[src/rtl/pipeline_ctrl.sv]
// pipeline_ctrl: hazard/stall controller for a 6-stage pipeline with a multi-cycle MDU tracker.
// Ports:
//   clk, rst                     clock, synchronous active-high reset
//   id_rs_en/id_rt_en, id_rs_addr/id_rt_addr      ID source operand reads
//   ex_mem_read_flag, ex_write_reg_addr           EX load and its destination
//   ex_mdu_start                 EX holds a multi-cycle op
//   mem_req, mem_ack             MEM access pending / completed
//   stall[5:0]                   prefix-shaped stall vector, [0]=PC .. [5]=WB
//   mdu_done                     multi-cycle result valid
//   mem_timeout                  sticky MEM-wait watchdog error
// Optional feature: define STALL_TIMEOUT_EN to build the MEM-wait watchdog.
module pipeline_ctrl #(
    parameter int MDU_LATENCY    = 4,
    parameter int TIMEOUT_CYCLES = 255
) (
    input  logic       clk,
    input  logic       rst,
    input  logic       id_rs_en,
    input  logic       id_rt_en,
    input  logic [4:0] id_rs_addr,
    input  logic [4:0] id_rt_addr,
    input  logic       ex_mem_read_flag,
    input  logic [4:0] ex_write_reg_addr,
    input  logic       ex_mdu_start,
    input  logic       mem_req,
    input  logic       mem_ack,
    output logic [5:0] stall,
    output logic       mdu_done,
    output logic       mem_timeout
);
    typedef enum logic [1:0] {IDLE, BUSY, DONE} state_e;
    state_e     state_q, state_d;
    logic [3:0] cnt_q, cnt_d;
    logic       load_use, ex_wait, mem_wait;
    assign load_use = ex_mem_read_flag && (ex_write_reg_addr != 5'd0) &&
                      ((id_rs_en && id_rs_addr == ex_write_reg_addr) ||
                       (id_rt_en && id_rt_addr == ex_write_reg_addr));
    assign ex_wait  = (state_q == BUSY);
    assign mem_wait = mem_req && !mem_ack;
    // Deepest requesting stage wins; WB is never stalled.
    always_comb begin
        stall    = rst      ? 6'b000000 :
                   mem_wait ? 6'b011111 :
                   ex_wait  ? 6'b001111 :
                   load_use ? 6'b000111 : 6'b000000;
        mdu_done = !rst && (state_q == DONE);
    end
    always_comb begin
        state_d = state_q;
        cnt_d   = cnt_q;
        if (state_q == IDLE && ex_mdu_start) begin
            state_d = BUSY;
            cnt_d   = 4'(MDU_LATENCY - 1);
        end else if (state_q == BUSY) begin
            cnt_d   = cnt_q - 4'd1;
            state_d = (cnt_q == 4'd1) ? DONE : BUSY;
        end else if (state_q == DONE && !stall[4]) begin
            // Result is held until MEM no longer stalls EX.
            state_d = IDLE;
        end
    end
    always_ff @(posedge clk) begin
        if (rst) begin
            state_q <= IDLE;
            cnt_q   <= 4'd0;
        end else begin
            state_q <= state_d;
            cnt_q   <= cnt_d;
        end
    end
`ifdef STALL_TIMEOUT_EN
    logic [7:0] wd_q, wd_d;
    logic       to_q, to_d;
    always_comb begin
        wd_d = mem_wait ? ((wd_q == 8'hFF) ? wd_q : wd_q + 8'd1) : 8'd0;
        to_d = to_q || (mem_wait && wd_q == 8'(TIMEOUT_CYCLES - 1));
    end
    always_ff @(posedge clk) begin
        if (rst) begin
            wd_q <= 8'd0;
            to_q <= 1'b0;
        end else begin
            wd_q <= wd_d;
            to_q <= to_d;
        end
    end
    assign mem_timeout = to_q;
`else
    logic unused_timeout_cfg;
    assign unused_timeout_cfg = |TIMEOUT_CYCLES;
    assign mem_timeout        = 1'b0;
`endif
endmodule

[config.mk]
export PLATFORM = sky130hd
export DESIGN_NAME = pipeline_ctrl
export DESIGN_NICKNAME = d
export VERILOG_FILES = /design/src/rtl/pipeline_ctrl.sv
export SDC_FILE = /design/constraint.sdc
export NUM_CORES = 1
export LEC_CHECK = 0
export ABC_AREA = 1
export CORE_ASPECT_RATIO = 1.1
export CORE_MARGIN = 2
export CORE_UTILIZATION = 36
export DETAILED_ROUTE_END_ITERATION = 16
export PLACE_DENSITY = 0.81
export SLEW_MARGIN = 20
export SYNTH_ARGS = -nofsm -noshare
export SYNTH_HDL_FRONTEND = slang
export SYNTH_SLANG_ARGS = --single-unit
[constraint.sdc]
create_clock -name clk -period 1.95 [get_ports clk]
set_clock_uncertainty 0.1 [all_clocks]
set_input_delay 0.39 -clock clk [delete_from_list [all_inputs] [get_ports clk]]
set_output_delay 0.39 -clock clk [all_outputs]
set_load 0.01 [all_outputs]
# Word-level counts from Yosys, hierarchy flattened

Cells that the tools add are included.

Register bits after elaboration: 6
Latch bits: 0
Memory bits (writable): 0
Bits in read-only memories: 0
Input bits: 23
Output and inout port bits: 8
Word-level logic and storage cells: 38
Memories: 0

$add $sub $neg: 1
$mul: 0
Div/mod/pow operators: 0
$lt $le $gt $ge: 0
Eq/ne operators: 5
Shift-type cells: 0
Multiplexer cells: 10
Bitwise logic cells: 0
Reductions and logical operators: 18

Operators with widths:

| cell                                             | count |
|---|---|
| == test 5 bit                                    | 2 |
| two-way mux 2 bit                                | 5 |
| two-way mux 5 bit                                | 2 |
| logical AND 1 bit                                | 8 |
| nonzero test 5 bit                               | 1 |
| == test 4 x 1 -> 1 bit, second input constant    | 1 |
| two-way mux 4 bit                                | 1 |
| nonzero test 2 bit                               | 2 |
| subtractor 4 x 1 -> 4 bit, second input constant | 1 |
| zero test 1 bit                                  | 3 |
| two-way mux 3 bit                                | 1 |
| nonzero test 3 bit                               | 1 |
| == test 2 x 1 -> 1 bit, second input constant    | 1 |
| == test 2 bit, second input constant             | 1 |
| zero test 2 bit                                  | 1 |
| OR reduction 2 bit                               | 1 |
| logical OR 1 bit                                 | 1 |
| two-way mux 1 bit                                | 1 |

# Longest topological paths before layout

Gate-level depths: netlist (run 1).

Word-level depth: 13
Depth in mapped cells: 9
Gate-level depth less buffers: 8

# Worst setup path after synthesis (run 1)

No wires, ideal clock.

Kind: flip-flop to output port
Start point: register state_q[0]
End point: output port stall[1]
Arrival: 1.056 ns
Setup slack: 0.404 ns
Cell stages (with the launch flop): 6
Buffers on the path: 1
Cell sequence: dfxtp_1 > nand2_4 > a21oi_2 > inv_1 > nand2_1 > buf_4

Cells in the longest elaborated chain, start to end: 4

Ends and longest elaborated chain:

| item                     | line | source |
|---|---|---|
| start: declaration       | 32   | `state_e state_q, state_d;` |
| start signal: assignment | 67   | `state_q <= state_d;` |
| == test 2 x 1 -> 1 bit   | 38   | `assign ex_wait = (state_q == BUSY);` |
| two-way mux 4 bit        | 44   | `ex_wait ? 6'b001111 :` |
| two-way mux 5 bit        | 43   | `mem_wait ? 6'b011111 :` |
| two-way mux 5 bit        | 42   | `stall = rst ? 6'b000000 :` |
| end: declaration         | 27   | `output logic [5:0] stall,` |

No other way between the ends.

# Worst setup path after layout (run 1)

Start point: input port mem_req
End point: output port stall[0]

Cells in the longest elaborated chain, start to end: 3

Ends and longest elaborated chain:

| item               | line | source |
|---|---|---|
| start: declaration | 25   | `input logic mem_req,` |
| logical AND 1 bit  | 39   | `assign mem_wait = mem_req && !mem_ack;` |
| two-way mux 5 bit  | 43   |  |
| two-way mux 5 bit  | 42   |  |

No other way between the ends.

==> summary.txt, run 1 <==
Global routing
  • Vias in the first global route: 691
  • Overflow after GRT: 0
  • Global-route wire length before repair: 2600 microns
  • Largest net degree at the start of global routing: 7
  • GR Util All Layers: 17.7%
  • Initial antenna violation count: 0

Drt
  • Via density per instance: 4.38
  • Initial DRC count: 13
  • DR WL/cell: 8.96 microns
  • DR pass1 iterations: 4
  • DRT Wirelength: 1450 microns
  • Via count: 710
  • Remaining DRCs: 0
  • Post-DRT Antenna Nets: 0

Synth
  • Yosys top cell area share: 23.1%
  • Number of synthesized flops with an enable pin: 0
  • Post-synthesis sequential area ratio: 20.0%
  • Synthesized area: 602 sq um
  • Library cells used by synthesis: 19
  • Synth Area per Inst: 5.52 sq um
  • Yosys warning total: 0
  • Dominant synthesized flop cell: dfxtp_1
  • Area leader, netlist: nand2_1
  • Synth area leaders: nand2_1 23%, dfxtp_1 20%, inv_1 10%, nor2_1 10%, buf_4 5.0%
  • Async set-reset flop share out of synthesis: 0%
  • Most frequent cell after synthesis: nand2_1
  • Register bit count reported by yosys: 6
  • Synthesized instance count: 109
  • Top cells by count, synth: 37 x nand2_1, 16 x inv_1, 16 x nor2_1

Power and ir drop
  • Tot Pwr: 442 uW
  • Pwr Density: 466 mW/mm^2
  • Worst vdd ir: 0.284 mV
  • Pleak: 0.563 nW

STA
  • Hold Vio Cnt, Final: 0
  • Max Fclk: 0.532 GHz
  • Final Slew Violations: 0
  • Final Critical Period: 1.88 ns
  • Final setup viols: 0
  • Tcrit/Tclk final: 96.4%

CTS
  • CTS tree: yes
  • CTS Buffer Depth: 2
  • Clock Pin Slew Worst Setup and Hold Paths: 0.04 ns
  • Clock Latency Late Sink: 0.26 ns
  • Post-CTS setup buffers: 0
  • Clock Sinks: 6
  • CTS buffer count: 3
  • CTS H-tree depth: 1
  • CTS Hold Bufs: 0
  • Root Buffer: clkbuf_4

Min path
  • Hold Startpoint: cnt_q[3]
  • Hold worst-path end: cnt_q[3]
  • Min-Delay Path Depth: 2
  • Hold WC Path Type: flop to flop

Die
  • Die Span Y: 46.9 microns
  • Core box area: 0.00158 sq mm
  • Die Wd: 43.0 microns
  • Io pins: 31
  • Placement Rows: 15
  • DIE AREA: 0.00202 sq mm
  • Initial core utilization: 38.2%

Cells and area
  • Final core utilization: 60.2%
  • Antenna diode count: 0
  • Area Growth Syn to Fin: 57.6%
  • Share of layout cells above drive strength 1: 21.4%
  • Fin nets: 172

Worst setup path
  • Critical path class: primary input to primary output
  • Req. time, crit path: 1.46 ns
  • WP data arrival: 1.39 ns
  • FF-to-FF path depth: 5
  • CP Max Fanout: 3
  • Reg2reg end: state_q[0]
  • CP startpoint kind: primary input
  • R2R Path Start: cnt_q[0]
  • Flop2flop setup slack: 0.64 ns
  • Worst setup EP type: primary output

Place
  • Hpwl dp: 1220 microns
  • Final Wtd Congestion: 0.818
  • Number of I/O port buffers: 28

Run
  • Max-cap violations: 0

Status
  • Status: finished, final reports clean
## layout by cell type, fill, tap and decap left out, drive strengths merged, types with 3 or more instances in the layout
cell type,instances
nand3,4
inv,22
nor2,16
nand2,40
dfxtp,6
clkbuf,5
buf,11
dlygate4sd2,15
dlymetal6s2s,3
a21oi,6
clkdlybuf4s50,4
o21ai,3
## layout make-up
| cell class | count | area [sq um] |
|---|---|---|
| Tap cell | 17 | 21.3 |
| Sequential cell | 6 | 120 |
| Timing Repair Buffer | 36 | 324 |
| Multi-Input combinational cell | 78 | 378 |
| Inverter | 22 | 82.6 |
| Fill cell | 165 | 628 |
| Clock buffer | 3 | 22.5 |
## stage by stage
step	cells	hold WS (ns)	worst slack, ns	instance area (sq um)	setup TNS (ns)
floorplan	110	0.359	0.404	606	0
CTS	162	0.408	0.00301	940	0
global placement	159	0.394	-0.541	937	-2.43
global route	162	0.468	-0.00882	948	-0.0235
detailed placement	159	0.401	-0.590	937	-2.63
finish	162	0.410	0.0708	948	0
## flip-flops by register name, summed over array words and instances (netlist names)
signal   count
cnt_q        4
state_q      2
## worst max path at each step
stage                     cells past startpoint  endpoint                  from  slack [ns]
after floorplan                               5  stall[1]            state_q[0]        0.40
after global placement                       10  stall[0]  ex_write_reg_addr[4]       -0.54
after detailed placement                     10  stall[0]  ex_write_reg_addr[0]       -0.59
after CTS                                     8  stall[0]         id_rt_addr[2]       0.003
after global routing                          6  stall[0]               mem_req      -0.009
final                                         6  stall[0]               mem_req        0.07
## routing by layer
layer	vias up	track usage (%)	share of wire, %
li1	396	-	-
met5	-	0	0
met2	16	30.6	49
met1	294	20.5	44
met3	4	3.46	3.6
met4	0	10.9	3.2
## report_power, final
group | internal (mW) | switching [mW] | total [mW] | leakage [nW]
clock | 0.0701 | 0.0521 | 0.122 | 0.0138
combinational | 0.0898 | 0.0832 | 0.173 | 0.500
sequential | 0.133 | 0.0134 | 0.147 | 0.0494
total | 0.293 | 0.149 | 0.442 | 0.563
## critical path, stage by stage
cell and delay [ns]:
clkdlybuf4s50_1 0.47, nand2_2 0.06, a21oi_2 0.16, inv_1 0.08, nand2_2 0.11, buf_6 0.12
## cell families (layout without fill, tap and decap cells)
logic type | count (synthesis) | in the layout | share of synthesized area, %
compound gates | 9 | 9 | 8.11
xor+xnor | 1 | 1 | 1.46
fa+ha+maj | 2 | 2 | 4.16
buf+inv | 26 | 61 | 18.7
flops | 6 | 6 | 20.0
other cells | 1 | 2 | 0.623
simple gates | 64 | 64 | 47.0
## what timing repair did
action,in CTS,in global routing
resized for setup,36,9
endpoints found under the setup margin,6,4
pin swaps,11,9
hold endpoints to repair,0,0
No activity file was read; power rests on OpenSTA's default activity.
==> run 2, diff against run 1 <==
--- a/config.mk
+++ b/config.mk
@@ -11,7 +11,7 @@
 export CORE_UTILIZATION = 36
 export DETAILED_ROUTE_END_ITERATION = 16
 export PLACE_DENSITY = 0.81
-export SLEW_MARGIN = 20
+export SETUP_SLACK_MARGIN = 0.3
 export SYNTH_ARGS = -nofsm -noshare
 export SYNTH_HDL_FRONTEND = slang
 export SYNTH_SLANG_ARGS = --single-unit
==> run 2 against run 1 <==
Via count rose by 5.1%. Flip-flop and latch count did not move. Utilization rose by 2.3 points. First-iteration DRC count fell by 23%. Die area did not move. Cell count rose by 1.9%. Final area rose by 3.8%. Sequential share of layout area fell by 0.34 points. Critical endpoint unchanged. Largest cell class unchanged.
==> summary.txt, run 2 (synthesis results as in run 1) <==
Status
  • Status: finished, final reports clean

Die
  • DIE AREA: 0.00202 sq mm (unchanged)
  • Core box area: 0.00158 sq mm (unchanged)
  • Die Wd: 43.0 microns (unchanged)
  • Initial core utilization: 38.2% (unchanged)
  • Io pins: 31 (unchanged)
  • Placement Rows: 15 (unchanged)
  • Die Span Y: 46.9 microns (unchanged)

STA
  • Tcrit/Tclk final: 86.0% (-10 points)
  • Final Slew Violations: 0 (unchanged)
  • Final Critical Period: 1.68 ns (-0.202 ns)
  • Unrepaired setup endpoints after global routing: yes
  • Final setup viols: 0 (unchanged)
  • Max Fclk: 0.596 GHz (+12%)
  • Hold Vio Cnt, Final: 0 (unchanged)
  • Setup ws final: 0.273 ns (+0.202 ns)

Min path
  • Hold WC Path Type: primary input to flop

CTS
  • Clock Pin Slew Worst Setup and Hold Paths: 0.05 ns (about the same)
  • Root Buffer: clkbuf_4
  • CTS H-tree depth: 1 (unchanged)
  • CTS buffer count: 3 (unchanged)
  • Clock Latency Late Sink: 0.26 ns (about the same)
  • CTS Buffer Depth: 2 (unchanged)
  • CTS tree: yes
  • Clock Sinks: 6 (unchanged)

Worst setup path
  • CP Max Fanout: 3 (unchanged)
  • Req. time, crit path: 1.46 ns (about the same)
  • Critical path class: primary input to primary output
  • CP startpoint kind: primary input
  • Worst setup EP type: primary output
  • WP data arrival: 1.19 ns (-0.20 ns)

Run
  • Max-cap violations: 0 (unchanged)

Global routing
  • Initial antenna violation count: 0 (unchanged)
  • Largest net degree at the start of global routing: 7 (unchanged)
  • GR Util All Layers: 19.4% (+1.8 points)
  • Vias in the first global route: 719 (+4.1%)
  • Global-route wire length before repair: 2860 microns (+9.8%)
  • Overflow after GRT: 0 (unchanged)

Place
  • Dpl ws: -0.590 ns (unchanged)
  • Final Wtd Congestion: 0.818 (unchanged)
  • Placed cell areas: 937 sq um (unchanged)
  • Number of I/O port buffers: 28 (unchanged)
  • Hpwl dp: 1220 microns (unchanged)

Cells and area
  • # fillers: 155 (-6.1%)
  • Fin nets: 175 (+1.7%)
  • Number of flip-flops in the largest register: 4 (unchanged)
  • Most frequent cells in the layout: 29 x nand2_1, 14 x nor2_1, 11 x inv_1, 11 x buf_4
  • Top reg by flops: cnt_q
  • Multi-input gate area: 405 sq um (+7.3%)
  • Final instance area: 985 sq um (+3.8%)
  • Share of layout cells above drive strength 1: 42.6% (+21 points)
  • Antenna diode count: 0 (unchanged)
  • Top flop regs: cnt_q (4), state_q (2)
  • Storage element area: 121 sq um (+1.0%)
  • Most common cell after layout, fill and taps aside: nand2_1
  • Area Growth Syn to Fin: 63.6%

Drt
  • Via density per instance: 4.52 (+3.2%)
  • DR WL/cell: 9.73 microns (+8.6%)
  • Initial DRC count: 10 (-3)
  • Via count: 746 (+5.1%)
  • Remaining DRCs: 0 (unchanged)
  • Post-DRT Antenna Nets: 0 (unchanged)
  • DR pass1 iterations: 4 (unchanged)
  • DRT Wirelength: 1610 microns (+11%)

Power and ir drop
  • P_sw: 159 uW (+6.7%)
  • Combinational share of power: 41.7% (+2.5 points)
  • Sw frac: 34.3% (+0.66 points)
  • Worst vdd ir: 0.276 mV (-2.8%)
  • Pleak: 0.555 nW (-1.5%)
  • P_int: 304 uW (+3.6%)
  • Sequential power share: 31.8% (-1.4 points)
  • Pwr Density: 470 mW/mm^2 (+0.77%)
  • Clock power frac: 26.5% (-1.1 points)
run 2: through the flow:
step	hold WS [ns]	setup TNS (ns)	power, mW	cells	util, %
detailed placement	0.401	-2.63	0.333	159	59.4
floorplan	0.359	0	0.243	110	-
global placement	0.394	-2.43	0.329	159	59.4
CTS	0.408	0	0.451	165	60.0
global route	0.406	0	0.494	165	62.5
finish	0.381	0	0.462	165	62.5
run 2: routing by layer:
layer / up-vias / GRT usage (%) / share of wire, %
li1: 401 / - / -
met5: - / 0 / 0
met1: 315 / 22.1 / 41
met3: 6 / 3.46 / 4.0
met2: 24 / 35.2 / 52
met4: 0 / 10.9 / 2.9
run 2: worst max-delay path, cell delays in order:
cell	delay, ns
buf_8	0.08
inv_4	0.03
nand2_2	0.05
nand2_1	0.05
nor2_1	0.15
nand3_1	0.09
nand2_1	0.07
nand2_1	0.05
nand2_2	0.10
buf_6	0.11
run 2: final timing paths:
check,startpoint,slack [ns],cells past startpoint,to
worst max register to register,cnt_q[0],0.62,5,state_q[0]
worst max-delay path,ex_write_reg_addr[3],0.27,10,stall[0]
worst min-delay path,rst,0.38,3,cnt_q[0]
worst min register to register,cnt_q[3],0.41,2,cnt_q[3]
run 2: power by group through the flow:
stage | Clock, mW | Combinational (mW) | Sequential [mW]
final | 0.123 | 0.193 | 0.147
after global routing | 0.128 | 0.217 | 0.149
after CTS | 0.124 | 0.180 | 0.147
after detailed placement | 0 | 0.184 | 0.149
after global placement | 0 | 0.181 | 0.148
after floorplan | 0 | 0.0944 | 0.148
run 2: area by class of cell:
class | instances | share of cell area, %
multi-input cells | 78 | 41.2
repair buffers | 39 | 33.2
flip-flops and latches | 6 | 12.3
inverters | 22 | 8.89
clock buffers | 3 | 2.29
well taps | 17 | 2.16
run 2: what timing repair did:
item | in CTS | in global routing
buffers inserted | 3 | 0
endpoints found under the setup margin | 6 | 4
hold buffers | 0 | 0
pin swaps | 32 | 19
gates resized for setup | 110 | 18
